==> config.mk <==
export PLATFORM = sky130hd
export DESIGN_NAME = dut
export DESIGN_NICKNAME = d
export VERILOG_FILES = /design/src/rtl/dut_pkg.sv /design/src/rtl/dut_pixel_rom.sv /design/src/rtl/dut.sv
export SDC_FILE = /design/constraint.sdc
export NUM_CORES = 1
export LEC_CHECK = 0
export BUFFER_PORTS_ARGS = -buffer_cell sky130_fd_sc_hd__buf_4
export CORE_ASPECT_RATIO = 1.4
export CORE_UTILIZATION = 45
export DETAILED_ROUTE_END_ITERATION = 12
export GPL_TIMING_DRIVEN = 0
export PLACE_DENSITY_LB_ADDON = 0.1
export REMOVE_ABC_BUFFERS = 1
export SYNTH_ARGS = -nofsm -noshare
export SYNTH_HDL_FRONTEND = slang
export SYNTH_SLANG_ARGS = --single-unit
==> constraint.sdc <==
create_clock -name clk -period 5.9 [get_ports clk]
set_clock_uncertainty 0.15 [all_clocks]
set_input_delay 0.59 -clock clk [delete_from_list [all_inputs] [get_ports clk]]
set_output_delay 0.59 -clock clk [all_outputs]
set_load 0.005 [all_outputs]
==> src/rtl/dut_pkg.sv <==
// Shared definitions for the radar rectangle reader: frame geometry,
// derived index widths, FSM state type and the frame-store pixel function.
package dut_pkg;

  localparam int unsigned IMG_ROWS  = 16;
  localparam int unsigned IMG_COLS  = 16;
  localparam int unsigned NUM_CH    = 4;
  localparam int unsigned PIX_W     = 8;

  localparam int unsigned ROW_W     = $clog2(IMG_ROWS);
  localparam int unsigned COL_W     = $clog2(IMG_COLS);
  localparam int unsigned CH_W      = $clog2(NUM_CH);
  localparam int unsigned CH_STRIDE = 37;

  typedef enum logic [1:0] {
    IDLE = 2'd0,
    READ = 2'd1,
    DONE = 2'd2
  } state_t;

  // Frame-store contents: (ch*37 + row*IMG_COLS + col) truncated to PIX_W.
  function automatic logic [PIX_W-1:0] pixel_value(
    input logic [CH_W-1:0]  ch,
    input logic [ROW_W-1:0] row,
    input logic [COL_W-1:0] col
  );
    logic [PIX_W-1:0] ch_term;
    logic [PIX_W-1:0] row_term;
    ch_term  = PIX_W'(PIX_W'(ch) * PIX_W'(CH_STRIDE));
    row_term = PIX_W'(PIX_W'(row) * PIX_W'(IMG_COLS));
    return PIX_W'(ch_term + row_term + PIX_W'(col));
  endfunction

endpackage

==> src/rtl/dut_pixel_rom.sv <==
// Read-only frame store with a registered output (one-cycle read latency).
//   clk, rst_n : clock, async active-low reset
//   ch/row/col : read address
//   data       : pixel at the address sampled on the previous edge
module dut_pixel_rom
  import dut_pkg::*;
(
  input  logic             clk,
  input  logic             rst_n,
  input  logic [CH_W-1:0]  ch,
  input  logic [ROW_W-1:0] row,
  input  logic [COL_W-1:0] col,
  output logic [PIX_W-1:0] data
);

  // Contents are a closed-form function, so the "ROM" is pure logic.
  always_ff @(posedge clk or negedge rst_n) begin
    if (!rst_n) data <= '0;
    else        data <= pixel_value(ch, row, col);
  end

endmodule

==> src/rtl/dut.sv <==
// Rectangle reader: on data_start latches two corners and a channel, then
// streams the enclosed pixels row-major, one per clock, marking the last
// one with data_end.
//   clk, rst_n          : clock, async active-low reset
//   row_idx1/col_idx1   : first corner
//   row_idx2/col_idx2   : second corner
//   channel_num         : channel to read
//   data_start          : request pulse (honoured only in IDLE)
//   data_end            : high with the last pixel
//   pixel_out           : streamed pixel, 0 when no pixel is presented
module dut
  import dut_pkg::*;
#(
  parameter int unsigned IMG_ROWS = dut_pkg::IMG_ROWS,
  parameter int unsigned IMG_COLS = dut_pkg::IMG_COLS,
  parameter int unsigned NUM_CH   = dut_pkg::NUM_CH,
  parameter int unsigned PIX_W    = dut_pkg::PIX_W
) (
  input  logic                        clk,
  input  logic                        rst_n,
  input  logic [$clog2(IMG_ROWS)-1:0] row_idx1,
  input  logic [$clog2(IMG_COLS)-1:0] col_idx1,
  input  logic [$clog2(IMG_ROWS)-1:0] row_idx2,
  input  logic [$clog2(IMG_COLS)-1:0] col_idx2,
  input  logic [$clog2(NUM_CH)-1:0]   channel_num,
  input  logic                        data_start,
  output logic                        data_end,
  output logic [PIX_W-1:0]            pixel_out
);

  localparam int unsigned RW    = $clog2(IMG_ROWS);
  localparam int unsigned CW    = $clog2(IMG_COLS);
  localparam int unsigned CHW   = $clog2(NUM_CH);
  localparam int unsigned CNT_W = $clog2(IMG_ROWS * IMG_COLS) + 1;

  state_t           state;
  logic [RW-1:0]    row_q;
  logic [CW-1:0]    col_q;
  logic [CW-1:0]    cmin_q;
  logic [CW-1:0]    cmax_q;
  logic [CHW-1:0]   ch_q;
  logic [CNT_W-1:0] cnt_q;
  logic [CNT_W-1:0] last_cnt_q;
  logic             issuing;
  logic             rom_vld;
  logic             rom_last;
  logic [PIX_W-1:0] rom_data;

  // Corner normalisation and pixel count straight from the inputs, so the
  // walk can be set up on the very edge that accepts the request.
  logic [RW-1:0]    rmin_c, rmax_c;
  logic [CW-1:0]    cmin_c, cmax_c;
  logic [RW:0]      nrows_c;
  logic [CW:0]      ncols_c;
  logic [CNT_W-1:0] total_c;
  logic             issue_last_c;

  always_comb begin
    rmin_c       = (row_idx1 < row_idx2) ? row_idx1 : row_idx2;
    rmax_c       = (row_idx1 < row_idx2) ? row_idx2 : row_idx1;
    cmin_c       = (col_idx1 < col_idx2) ? col_idx1 : col_idx2;
    cmax_c       = (col_idx1 < col_idx2) ? col_idx2 : col_idx1;
    nrows_c      = (RW+1)'(rmax_c - rmin_c) + (RW+1)'(1);
    ncols_c      = (CW+1)'(cmax_c - cmin_c) + (CW+1)'(1);
    total_c      = CNT_W'(CNT_W'(nrows_c) * CNT_W'(ncols_c));
    issue_last_c = issuing && (cnt_q == last_cnt_q);
  end

  dut_pixel_rom u_rom (
    .clk   (clk),
    .rst_n (rst_n),
    .ch    (ch_q),
    .row   (row_q),
    .col   (col_q),
    .data  (rom_data)
  );

  // FSM, address walk and output pipeline. READ spans address issue plus the
  // ROM drain cycle so that DONE coincides with the data_end cycle.
  always_ff @(posedge clk or negedge rst_n) begin
    if (!rst_n) begin
      state      <= IDLE;
      row_q      <= '0;
      col_q      <= '0;
      cmin_q     <= '0;
      cmax_q     <= '0;
      ch_q       <= '0;
      cnt_q      <= '0;
      last_cnt_q <= '0;
      issuing    <= 1'b0;
      rom_vld    <= 1'b0;
      rom_last   <= 1'b0;
      pixel_out  <= '0;
      data_end   <= 1'b0;
    end else begin
      rom_vld   <= (state == READ) && issuing;
      rom_last  <= (state == READ) && issue_last_c;
      pixel_out <= rom_vld ? rom_data : '0;
      data_end  <= rom_last;
      case (state)
        IDLE: begin
          if (data_start) begin
            row_q      <= rmin_c;
            col_q      <= cmin_c;
            cmin_q     <= cmin_c;
            cmax_q     <= cmax_c;
            ch_q       <= channel_num;
            cnt_q      <= '0;
            last_cnt_q <= total_c - CNT_W'(1);
            issuing    <= 1'b1;
            state      <= READ;
          end
        end
        READ: begin
          if (issuing) begin
            if (issue_last_c) begin
              issuing <= 1'b0;
            end else begin
              cnt_q <= cnt_q + CNT_W'(1);
              if (col_q == cmax_q) begin
                col_q <= cmin_q;
                row_q <= row_q + RW'(1);
              end else begin
                col_q <= col_q + CW'(1);
              end
            end
          end
          if (rom_last) state <= DONE;
        end
        DONE:    state <= IDLE;
        default: state <= IDLE;
      endcase
    end
  end

endmodule

==> After elaboration in Yosys (flattened, before gate mapping) <==
Cells that the tools add are included.
Widths: inputs -> output; s select.
{ "totals": {"wordCells": 72, "output_inout_bits": 9, "regBits": 58, "in_bits": 21} }
{ "classes": {"n_mul": 2, "n_eq_ne": 8, "reduce_logical": 10, "order_cmp": 2, "muxes": 26, "n_addsub": 10} }
{ "op_table": {"columns": ["cell", "count"], "rows": [
  ["$mux 4", 12],
  ["$mux 9", 3],
  ["$pmux 9 s2", 1],
  ["$pmux 4 s2", 2],
  ["$add 5x1->5 const B", 2],
  ["$sub 4x4->5", 2],
  ["$add 9x1->9 const B", 1],
  ["$eq 9x9->1", 1],
  ["$mul 5x5->9", 1],
  ["$sub 9x1->9 const B", 1],
  ["$add 4x1->4 const B", 2],
  ["$add 8x4->8", 1],
  ["$add 8x8->8", 1],
  ["$lt 4x4->1", 2],
  ["$mul 2x6->8 const B", 1],
  ["$mux 8", 1],
  ["$ne 2x2->1 const B", 4],
  ["$reduce_and 2->1", 3],
  ["$reduce_and 5->1", 1],
  ["$eq 4x4->1", 1],
  ["$mux 2", 2],
  ["$pmux 2 s2", 1],
  ["$reduce_and 4->1", 1],
  ["$logic_and 1x1->1", 3],
  ["other kinds (6)", 8]
]} }

==> Depth between registers and ports, before layout <==
Gate-level depths: netlist of run 1.
{ "logic_depth": {"word_depth": 6, "mapped_depth": 24, "ltp_nobuf": 24} }

==> By module <==
A second synthesis of run 1 with hierarchy kept.
{ "unflattened": {"hier_cells": 432, "area_unflattened_um2": 4139.0} }
{ "modules_own_cells": {"columns": ["module", "cells_each", "seq_area_each_um2", "n_inst", "area_per_inst_um2"], "rows": [
  ["dut", 389, 1251.2, 1, 3634.7],
  ["dut_pixel_rom", 43, 200.2, 1, 504.2]
]} }

==> Worst setup path after synthesis of run 1 <==
OpenSTA, ideal clock, no wires.
{ "synth_path": {"path_type": "input-to-reg", "start": "input col_idx2[1]", "end": "register last_cnt_q[7]", "t_required_ns": 5.663, "arrival_ns": 5.249, "n_path_buf": 0, "stages": 20, "slack_ns": 0.415, "setup_ns": 0.087, "cell_sequence": "inv_1 > ha_1 > nor2b_1 > o211ai_1 > and2_1 > nand2_1 > o21ai_0 > ha_1 > fa_1 > and2_1 > fa_1 > inv_1 > fa_1 > fa_1 > inv_1 > ha_1 > a21oi_1 > o21bai_1 > a2111o_1 > o211ai_1"} }
{ "synth_between": {"elab_chain_cells": 6, "elab_cells_between_ends": 7, "classes_between": "3 x add/sub; 1 x mul; 1 x order compare; 2 x mux"} }
{ "synth_lines": {"columns": ["item", "line", "rtl"], "rows": [
  ["start, declared", "dut.sv:24", "input logic [$clog2(IMG_COLS)-1:0] col_idx2,"],
  ["$lt 4x4->1", "dut.sv:61, dut.sv:62", null],
  ["$mux 4, on equally long branches", "dut.sv:62, dut.sv:61", null],
  ["$sub 4x4->5 *", "dut.sv:64", "ncols_c = (CW+1)'(cmax_c - cmin_c) + (CW+1)'(1);"],
  ["$add 5x1->5 *", "dut.sv:64", null],
  ["$mul 5x5->9 *", "dut.sv:65", "total_c = CNT_W'(CNT_W'(nrows_c) * CNT_W'(ncols_c));"],
  ["$sub 9x1->9 *", "dut.sv:109", "last_cnt_q <= total_c - CNT_W'(1);"],
  ["end signal, assigned", "dut.sv:109", null],
  ["end, declared", "dut.sv:43", "logic [CNT_W-1:0] last_cnt_q;"]
]} }
Mark *: on every way between the ends. The rest lies on a longest branch, timed or not.
A chain may end at the register's enable or synchronous reset.

==> Worst setup path after layout of run 1 <==
Ends and elaborated chain as after synthesis.

==> results of run 1 <==
## sequential cells by signal, summed over array words and instances (netlist names)
| register | cells |
|---|---|
| cnt_q | 9 |
| last_cnt_q | 9 |
| pixel_out | 8 |
| u_rom.data | 8 |
| cmax_q | 4 |
| cmin_q | 4 |
| col_q | 4 |
| row_q | 4 |
| ch_q | 2 |
| state | 2 |
| data_end | 1 |
| issuing | 1 |
| rom_last | 1 |
| rom_vld | 1 |
## critical path: stages
cell	delay [ns]
buf_4	0.09
inv_1	0.05
ha_1	0.27
nor2b_1	0.14
o211ai_1	0.11
buf_4	0.16
and2_4	0.15
or3_1	0.30
o21ai_0	0.09
ha_1	0.22
fa_1	0.51
and2_1	0.23
fa_1	0.53
inv_1	0.05
fa_1	0.47
fa_1	0.55
inv_1	0.04
ha_1	0.32
a21oi_1	0.22
o21bai_1	0.11
a2111o_1	0.41
o211ai_1	0.08
## per-stage QoR
step	hold WS, ns	utilization	power, mW	setup slack [ns]	cell area (sq um)
6_report	0.179	0.540	2.99	0.297	4930
4_1_cts	0.205	0.536	3.04	0.205	4890
2_1_floorplan	0.144	-	2.13	0.412	4240
3_3_place_gp	0.237	0.503	2.49	-0.0678	4590
5_1_grt	0.246	0.540	3.34	-0.00761	4930
3_5_place_dp	0.238	0.506	2.55	-0.126	4620
## power by group
part	total, mW	leakage (nW)	switching, mW	internal, mW
Combinational	1.79	1.63	0.961	0.832
Clock	0.463	0.138	0.162	0.301
Sequential	0.737	0.706	0.147	0.590
## per-layer routing
metal | vias to the layer above | GRT usage | routed length (um)
li1 | 1619 | - | -
met1 | 1531 | 0.219 | 3660
met2 | 48 | 0.339 | 4450
met3 | 18 | 0.0330 | 196
met4 | 0 | 0.109 | 318
met5 | - | 0 | 0
## cells by family after synthesis
| family | Yosys count | share of synthesized area |
|---|---|---|
| fa+ha+maj | 62 | 0.207 |
| buf+inv | 61 | 0.0557 |
| flops | 58 | 0.338 |
| simple gates | 151 | 0.182 |
| xor+xnor | 28 | 0.0604 |
| compound gates | 85 | 0.136 |
| mux | 8 | 0.0204 |
## path summary, 6_finish.rpt
check / endpoint / start / slack, ns / cells past startpoint
worst min register to register: data_end / rom_last / 0.25 / 0
min in group clk: data_end / rom_last / 0.25 / 0
worst max-delay path: last_cnt_q[7] / col_idx2[1] / 0.30 / 22
worst min-delay path: data_end / rst_n / 0.18 / 1
max in group asynchronous: cmin_q[3] / rst_n / 4.94 / 1
worst max register to register: cnt_q[8] / state[0] / 3.47 / 6
## timing repair
action | 4_1_cts | 5_1_grt
gates resized for setup | 0 | 4
buffers inserted | 0 | 3
setup endpoints to repair | 0 | 2
## placed cells by master (no fill, tap or decap), types with 2 or more instances in the layout
| cell | instances |
|---|---|
| nor2b_1 | 4 |
| inv_1 | 51 |
| or3_1 | 2 |
| o22ai_1 | 5 |
| nand2_1 | 63 |
| clkinv_2 | 3 |
| or4_1 | 4 |
| nand3_1 | 10 |
| a211oi_1 | 2 |
| a31oi_1 | 8 |
| o211ai_1 | 9 |
| o21ai_0 | 20 |
| clkbuf_8 | 2 |
| nor3_1 | 4 |
| buf_6 | 2 |
| xor2_1 | 4 |
| a21oi_1 | 15 |
| o21bai_1 | 2 |
| nand2b_1 | 4 |
| xnor2_1 | 22 |
| clkbuf_16 | 9 |
| dfrtp_1 | 58 |
| fa_1 | 15 |
| o31ai_1 | 3 |
| mux2_2 | 2 |
| nor2_1 | 16 |
| buf_4 | 32 |
| nor4_1 | 2 |
| ha_1 | 47 |
| a21o_1 | 6 |
| mux2i_1 | 5 |
| and2_1 | 23 |
| and3_1 | 7 |
## area by class of cell
| class | instances | area (sq um) |
|---|---|---|
| Clock inverter | 3 | 15.0 |
| Tap cell | 107 | 134 |
| Timing Repair Buffer | 34 | 263 |
| Sequential cell | 58 | 1450 |
| Multi-Input combinational cell | 334 | 2620 |
| Fill cell | 852 | 4200 |
| Inverter | 51 | 191 |
| Clock buffer | 12 | 256 |
==> metrics.csv, run 1 <==
metric,value,unit
status,finished with violations,
violated checks,design-rule violations,
Most used DFF post-synth,dfrtp_1,
Layout area overhead,14.9,%
largest net degree at the start of global routing,59,
Hold Fails Final Rpt,0,
I/O Buffers,29,
register area share after synthesis,0.338,
hold_buf cts,0,
Setup-failing EPs final,0,
GRT Total Usage,0.193,
Clock Pin Slew Worst Setup and Hold Paths,0.05,ns
crit path time final,5.60,ns
Root Driver,clkbuf_16,
Placement Rows,41,
post-synth cell types,60,
Worst-Margin Slew,0.817,ns
WP data required,5.99,ns
via count,3216,
global-route wire length before repair,15100,um
DIE HEIGHT,118,um
Die Wd,84.5,um
nets,571,
clk sinks,58,
initial DRC count,142,
VDD IR max,0.395,mV
CTS Buf Count,9,
number of global-route vias before repair,3299,
Core ar.,9130,sq um
GRT overflow,0,
TNS Setup,0,ns
Post-Syn Area,4290,sq um
CP Data Arrival Time,5.69,ns
Synth Warn #,0,
I/O pin count,30,
Final HPWL DP,6670,um
Fmax,178,MHz
Async SR Flop Fraction,1.00,
maxcap violations,0,
leading area contributor after synthesis,dfrtp_1,
placed insts,581,
Synth Register Bits,58,
cells after synthesis,453,
crit-path max FO,5,
share of the synthesized area in the top cell type,0.338,
CTS tree,yes,
period utilization,0.950,
"top cells by area, synth","dfrtp_1, ha_1, fa_1",
CP endpoint kind,flop,
vias per cell,5.37,
Routed Antenna Nets,0,
Post-synth top cells,"nand2_1, dfrtp_1, inv_1, ha_1, and2_1",
"Clk Latency, worst-skew pair",0.32,ns
Antenna Cells,0,
# DRC,4,
mean post-synth cell area,9.47,sq um
Non-Filler Instances,599,
Leakage,2.47,nW
H-tree depth,3,
drt total wl,8620,um
RePlAce Congestion,0.805,
Pins Over Slew Limit,0,
number of synthesized flops with an enable pin,0,
Hold Path Class,in2async,
1st-pass router iterations,8,
Relative slew margins,0.455,
worst-case clock buffer depth,2,
wire length per cell,14.4,um
WS Path Type,in2reg,
share of layout cells above drive strength 1,0.140,
Cell Pwr Density,607,nW/um^2
crit start category,input port,
initial antenna violation count,0,
"count leader, synth",nand2_1,
Starting Density,0.470,
DIE AREA,9930,sq um
Power figures use the tool's default switching activity.
==> inputs of run 2 (changes only) <==
Settings changed: GPL_TIMING_DRIVEN 0 to default, PLACE_DENSITY_LB_ADDON 0.1 to 0.25.
==> run 2 against run 1 <==
  * The flow still finishes with violations (design-rule violations)
  * Worst hold slack worse by 0.011 ns
  * Critical path depth up 1
  * Sequential share of layout area about the same
  * Critical path type unchanged
  * Highest routed layer unchanged
  * Largest cell class unchanged
  * Wire length down 0.57%
  * Via count up 0.50%
  * Combinational power about the same
  * Sequential power about the same
  * Final area about the same
==> metrics.csv, run 2 (synthesized netlist as in run 1, its figures left out) <==
metric,value,unit
Cell Pwr Density,614,nW/um^2
Hold Path Class,in2async,
Antenna Cells,0,
Layout Utilization,0.540,
# DRC,6,
largest net degree at the start of global routing,59,
Critical path origin,row_idx2[1],
status,finished with violations,
I/O Buffers,29,
CTS tree,yes,
initial DRC count,176,
Root Driver,clkbuf_16,
crit start category,input port,
Fillers,848,
CP endpoint kind,flop,
DIE HEIGHT,118,um
DIE AREA,9930,sq um
Critical R2R Launch,state[0],
vias per cell,5.38,
Hold Fails Final Rpt,0,
H-tree depth,3,
GRT Total Usage,0.191,
RePlAce Congestion,0.809,
Largest regs,"cnt_q: 9 flops, last_cnt_q: 9 flops",
Placement Rows,41,
violated checks,design-rule violations,
most frequent cells in the layout,"nand2_1, dfrtp_1, inv_1, ha_1, buf_4",
Setup-failing EPs final,0,
CTS resizes,0,
clk sinks,58,
CP Data Arrival Time,5.62,ns
WP data required,6.00,ns
end of the critical path,last_cnt_q[7],
wire length per cell,14.3,um
RSZ-0062 raised after global routing,false,
Final HPWL DP,6660,um
Leakage,2.48,nW
Die Wd,84.5,um
drt total wl,8570,um
1st-pass router iterations,8,
Pins Over Slew Limit,0,
FF-to-FF path depth,6,
via count,3232,
Core ar.,9130,sq um
Relative slew margins,0.463,
Clock Pin Slew Worst Setup and Hold Paths,0.05,ns
# Post-CTS Setup Buffers,0,
CTS Buf Count,9,
Fmax,181,MHz
crit-path max FO,5,
global-route wire length before repair,14800,um
R2R Setup Slk,3.46,ns
worst-case clock buffer depth,2,
capture point of the worst reg-to-reg path,cnt_q[7],
multi-input logic area,2610,sq um
VDD IR max,0.327,mV
Layout area overhead,14.9,%
FF+latch area,1450,sq um
WS Path Type,in2reg,
GRT overflow,0,
period utilization,0.937,
hold_buf cts,0,
maxcap violations,0,
TNS Setup,0,ns
initial antenna violation count,0,
"Clk Latency, worst-skew pair",0.33,ns
Starting Density,0.470,
share of layout cells above drive strength 1,0.136,
Worst-Margin Slew,0.803,ns
nets,572,
"commonest non-fill, non-tap cell in the layout",nand2_1,
I/O pin count,30,
number of global-route vias before repair,3195,
crit path time final,5.53,ns
Routed Antenna Nets,0,
[run 2: cell type report]
class                   count  area share
clock buffers              14      0.0556
clock inverters             2     0.00203
inverters                  51      0.0388
multi-input cells         334       0.529
flip-flops and latches     58       0.294
well taps                 107      0.0272
repair buffers             35      0.0533
[run 2: power breakdown]
group / switching (mW) / internal, mW
sequential: 0.148 / 0.590
combinational: 0.969 / 0.835
clock: 0.168 / 0.316
[run 2: critical path, stage by stage]
cell and delay, ns:
buf_4 0.10, inv_1 0.04, ha_1 0.27, nor2b_1 0.15, o211ai_1 0.31, nand2_1 0.17
nand2_1 0.10, o22ai_1 0.09, ha_1 0.33, a21oi_1 0.09, a21oi_1 0.34, nor2_1 0.12
and2_1 0.18, fa_1 0.48, inv_1 0.05, fa_1 0.47, fa_1 0.54, inv_1 0.04
ha_1 0.32, a21oi_1 0.22, o21bai_1 0.10, a2111o_1 0.42, o211ai_1 0.08
[run 2: worst min-delay path by stage]
| stage | end | cells past startpoint |
|---|---|---|
| after floorplan | ch_q[0] | 0 |
| after global placement | data_end | 0 |
| after detailed placement | data_end | 0 |
| after CTS | state[0] | 1 |
| after global routing | state[0] | 1 |
| final | data_end | 1 |
[run 2: layer usage]
metal | vias up | part of all wire | global-route usage
li1 | 1626 | - | -
met1 | 1528 | 0.42 | 0.220
met2 | 59 | 0.52 | 0.331
met3 | 19 | 0.029 | 0.0400
met4 | 0 | 0.035 | 0.0985
met5 | - | 0 | 0
[run 2: through the flow]
stage / cells / hold WS, ns / area, sq um / power (mW) / worst slack [ns]
detailed placement: 585 / 0.234 / 4640 / 2.56 / 0.0429
CTS: 601 / 0.200 / 4930 / 3.06 / 0.381
floorplan: 443 / 0.144 / 4240 / 2.13 / 0.412
global placement: 585 / 0.237 / 4640 / 2.49 / 0.119
finish: 601 / 0.168 / 4930 / 3.03 / 0.372
global route: 601 / 0.231 / 4930 / 3.36 / 0.0619
==> inputs of run 3 (changes only) <==
Clock period 5.9 ns to 5.1 ns, I/O delays scaled along.
==> run 3 against run 2 <==
  * The run still ends with design-rule violations left
  * Cell count up 10%
  * Wire length is 12% higher
  * Die area did not move
  * First-iteration DRC count is 21% lower
  * Setup slack worse by 0.37 ns
  * Non-clock buffer count rose by 63
  * Flip-flop and latch count did not move
  * Highest routed layer unchanged
  * Sequential share of layout area shrank 3.8 points
  * Clock power increased by 8.5%
  * Worst hold slack worse by 0.075 ns
  * Combinational power grew 61%
  * Register-to-register slack worse by 0.82 ns
==> metrics.csv, run 3 (synthesized netlist as in run 1, its figures left out) <==
metric,value,unit
Final Cell Area,5660,sq um
initial antenna violation count,0,
Die Wd,84.5,um
worst slack at placement,-0.569,ns
CTS Buf Count,9,
most frequent cells in the layout,"buf_4, nand2_1, dfrtp_1, inv_1, ha_1",
Clock Pin Slew Worst Setup and Hold Paths,0.05,ns
Placement Rows,41,
status,finished with violations,
Antenna Cells,0,
Largest regs,"cnt_q: 9 flops, last_cnt_q: 9 flops",
Pins Over Slew Limit,0,
wire length per cell,14.6,um
Worst-Margin Slew,0.797,ns
violated checks,design-rule violations,
crit path time final,5.10,ns
initial DRC count,139,
number of global-route vias before repair,3498,
Hold Path Class,in2async,
TNS Setup,0,ns
Cell Pwr Density,755,nW/um^2
Leakage,2.79,nW
FF-to-FF path depth,6,
Layout Utilization,0.620,
DIE AREA,9930,sq um
met3 usage,0.0337,
maxcap violations,0,
RSZ-0062 raised after global routing,true,
DIE HEIGHT,118,um
1st-pass router iterations,8,
Layout area overhead,32.0,%
RePlAce Congestion,0.843,
vias per cell,5.33,
I/O Buffers,29,
GRT overflow,0,
crit start category,input port,
CP endpoint kind,flop,
Root Driver,clkbuf_16,
FF+latch area,1450,sq um
WP data required,5.19,ns
nets,635,
Final HPWL DP,7110,um
met2 Track Usage GR,0.358,
Fmax,196,MHz
multi-input logic area,2880,sq um
GRT Total Usage,0.199,
via count,3523,
# DRC,6,
clk sinks,58,
global-route wire length before repair,15700,um
Fillers,802,
"commonest non-fill, non-tap cell in the layout",buf_4,
Core ar.,9130,sq um
Most Crowded Layer GR,met2,
H-tree depth,3,
CTS tree,yes,
CP Data Arrival Time,5.18,ns
Hold Fails Final Rpt,0,
WS Path Type,in2reg,
worst-case clock buffer depth,2,
Post-DP Area,5070,sq um
drt total wl,9630,um
Starting Density,0.470,
Setup-failing EPs final,0,
crit-path max FO,4,
share of layout cells above drive strength 1,0.323,
final worst setup slack,0.000264,ns
VDD IR max,0.617,mV
largest net degree at the start of global routing,59,
period utilization,1.00,
Routed Antenna Nets,0,
met1 Resource Use GR,0.223,
I/O pin count,30,
"Clk Latency, worst-skew pair",0.32,ns
Relative slew margins,0.467,
run 3: cell types whose count changed in the layout (fill, tap and decap cells not counted), sizes merged:
cell	previous run	this run
buf	35	98
clkbuf	14	13
clkinv	2	0
run 3: worst max-delay path: stages:
cell and delay (ns):
buf_4 0.12, inv_4 0.05, ha_4 0.19, nor2b_2 0.15
o211ai_1 0.20, nand2_1 0.15, nand2_1 0.10, o22ai_2 0.07
ha_2 0.20, fa_2 0.43, xor2_4 0.18, and2_4 0.15
fa_1 0.47, ha_1 0.30, inv_2 0.04, fa_1 0.57
inv_2 0.06, ha_4 0.20, a21o_1 0.22, a21oi_4 0.18
o21bai_1 0.12, a2111o_1 0.42, o211ai_1 0.08
run 3: timing repair:
action,4_1_cts,5_1_grt
pin swaps,18,35
gates resized for setup,26,38
endpoints found under the hold margin,0,0
hold buffers,0,0
setup buffers,3,4
endpoints found under the setup margin,3,4
run 3: area by class of cell:
cell class / count / share of cell area
Multi-Input combinational cell: 334 / 0.509
Timing Repair Buffer: 98 / 0.131
Tap cell: 107 / 0.0236
Inverter: 51 / 0.0347
Clock buffer: 13 / 0.0459
Sequential cell: 58 / 0.256
run 3: power by group:
part | switching, mW | total [mW] | internal, mW
logic | 1.44 | 2.90 | 1.46
registers | 0.173 | 0.855 | 0.682
clock network | 0.180 | 0.525 | 0.345
run 3: final timing paths:
kind	slack (ns)	startpoint	endpoint
setup / recovery	0.0003	row_idx2[1]	last_cnt_q[7]
setup reg to reg	2.64	state[0]	cnt_q[7]
max in group asynchronous	4.23	rst_n	col_q[3]
hold / removal	0.09	rst_n	state[0]
hold reg to reg	0.25	rom_last	data_end
min in group clk	0.24	channel_num[0]	ch_q[0]
run 3: stage by stage:
stage               std cells  hold slack [ns]  total power [mW]
global placement          642            0.232              3.11
finish                    661           0.0932              4.28
detailed placement        642            0.234              3.20
global route              661            0.142              4.62
floorplan                 443           0.0644              2.47
CTS                       658            0.121              3.86
run 3: per-layer routing:
metal | up-vias | share of wire | routed length, um
met5 | - | 0 | 0
met4 | 0 | 0.040 | 390
met3 | 25 | 0.025 | 241
met2 | 54 | 0.53 | 5150
met1 | 1705 | 0.40 | 3850
li1 | 1739 | - | -
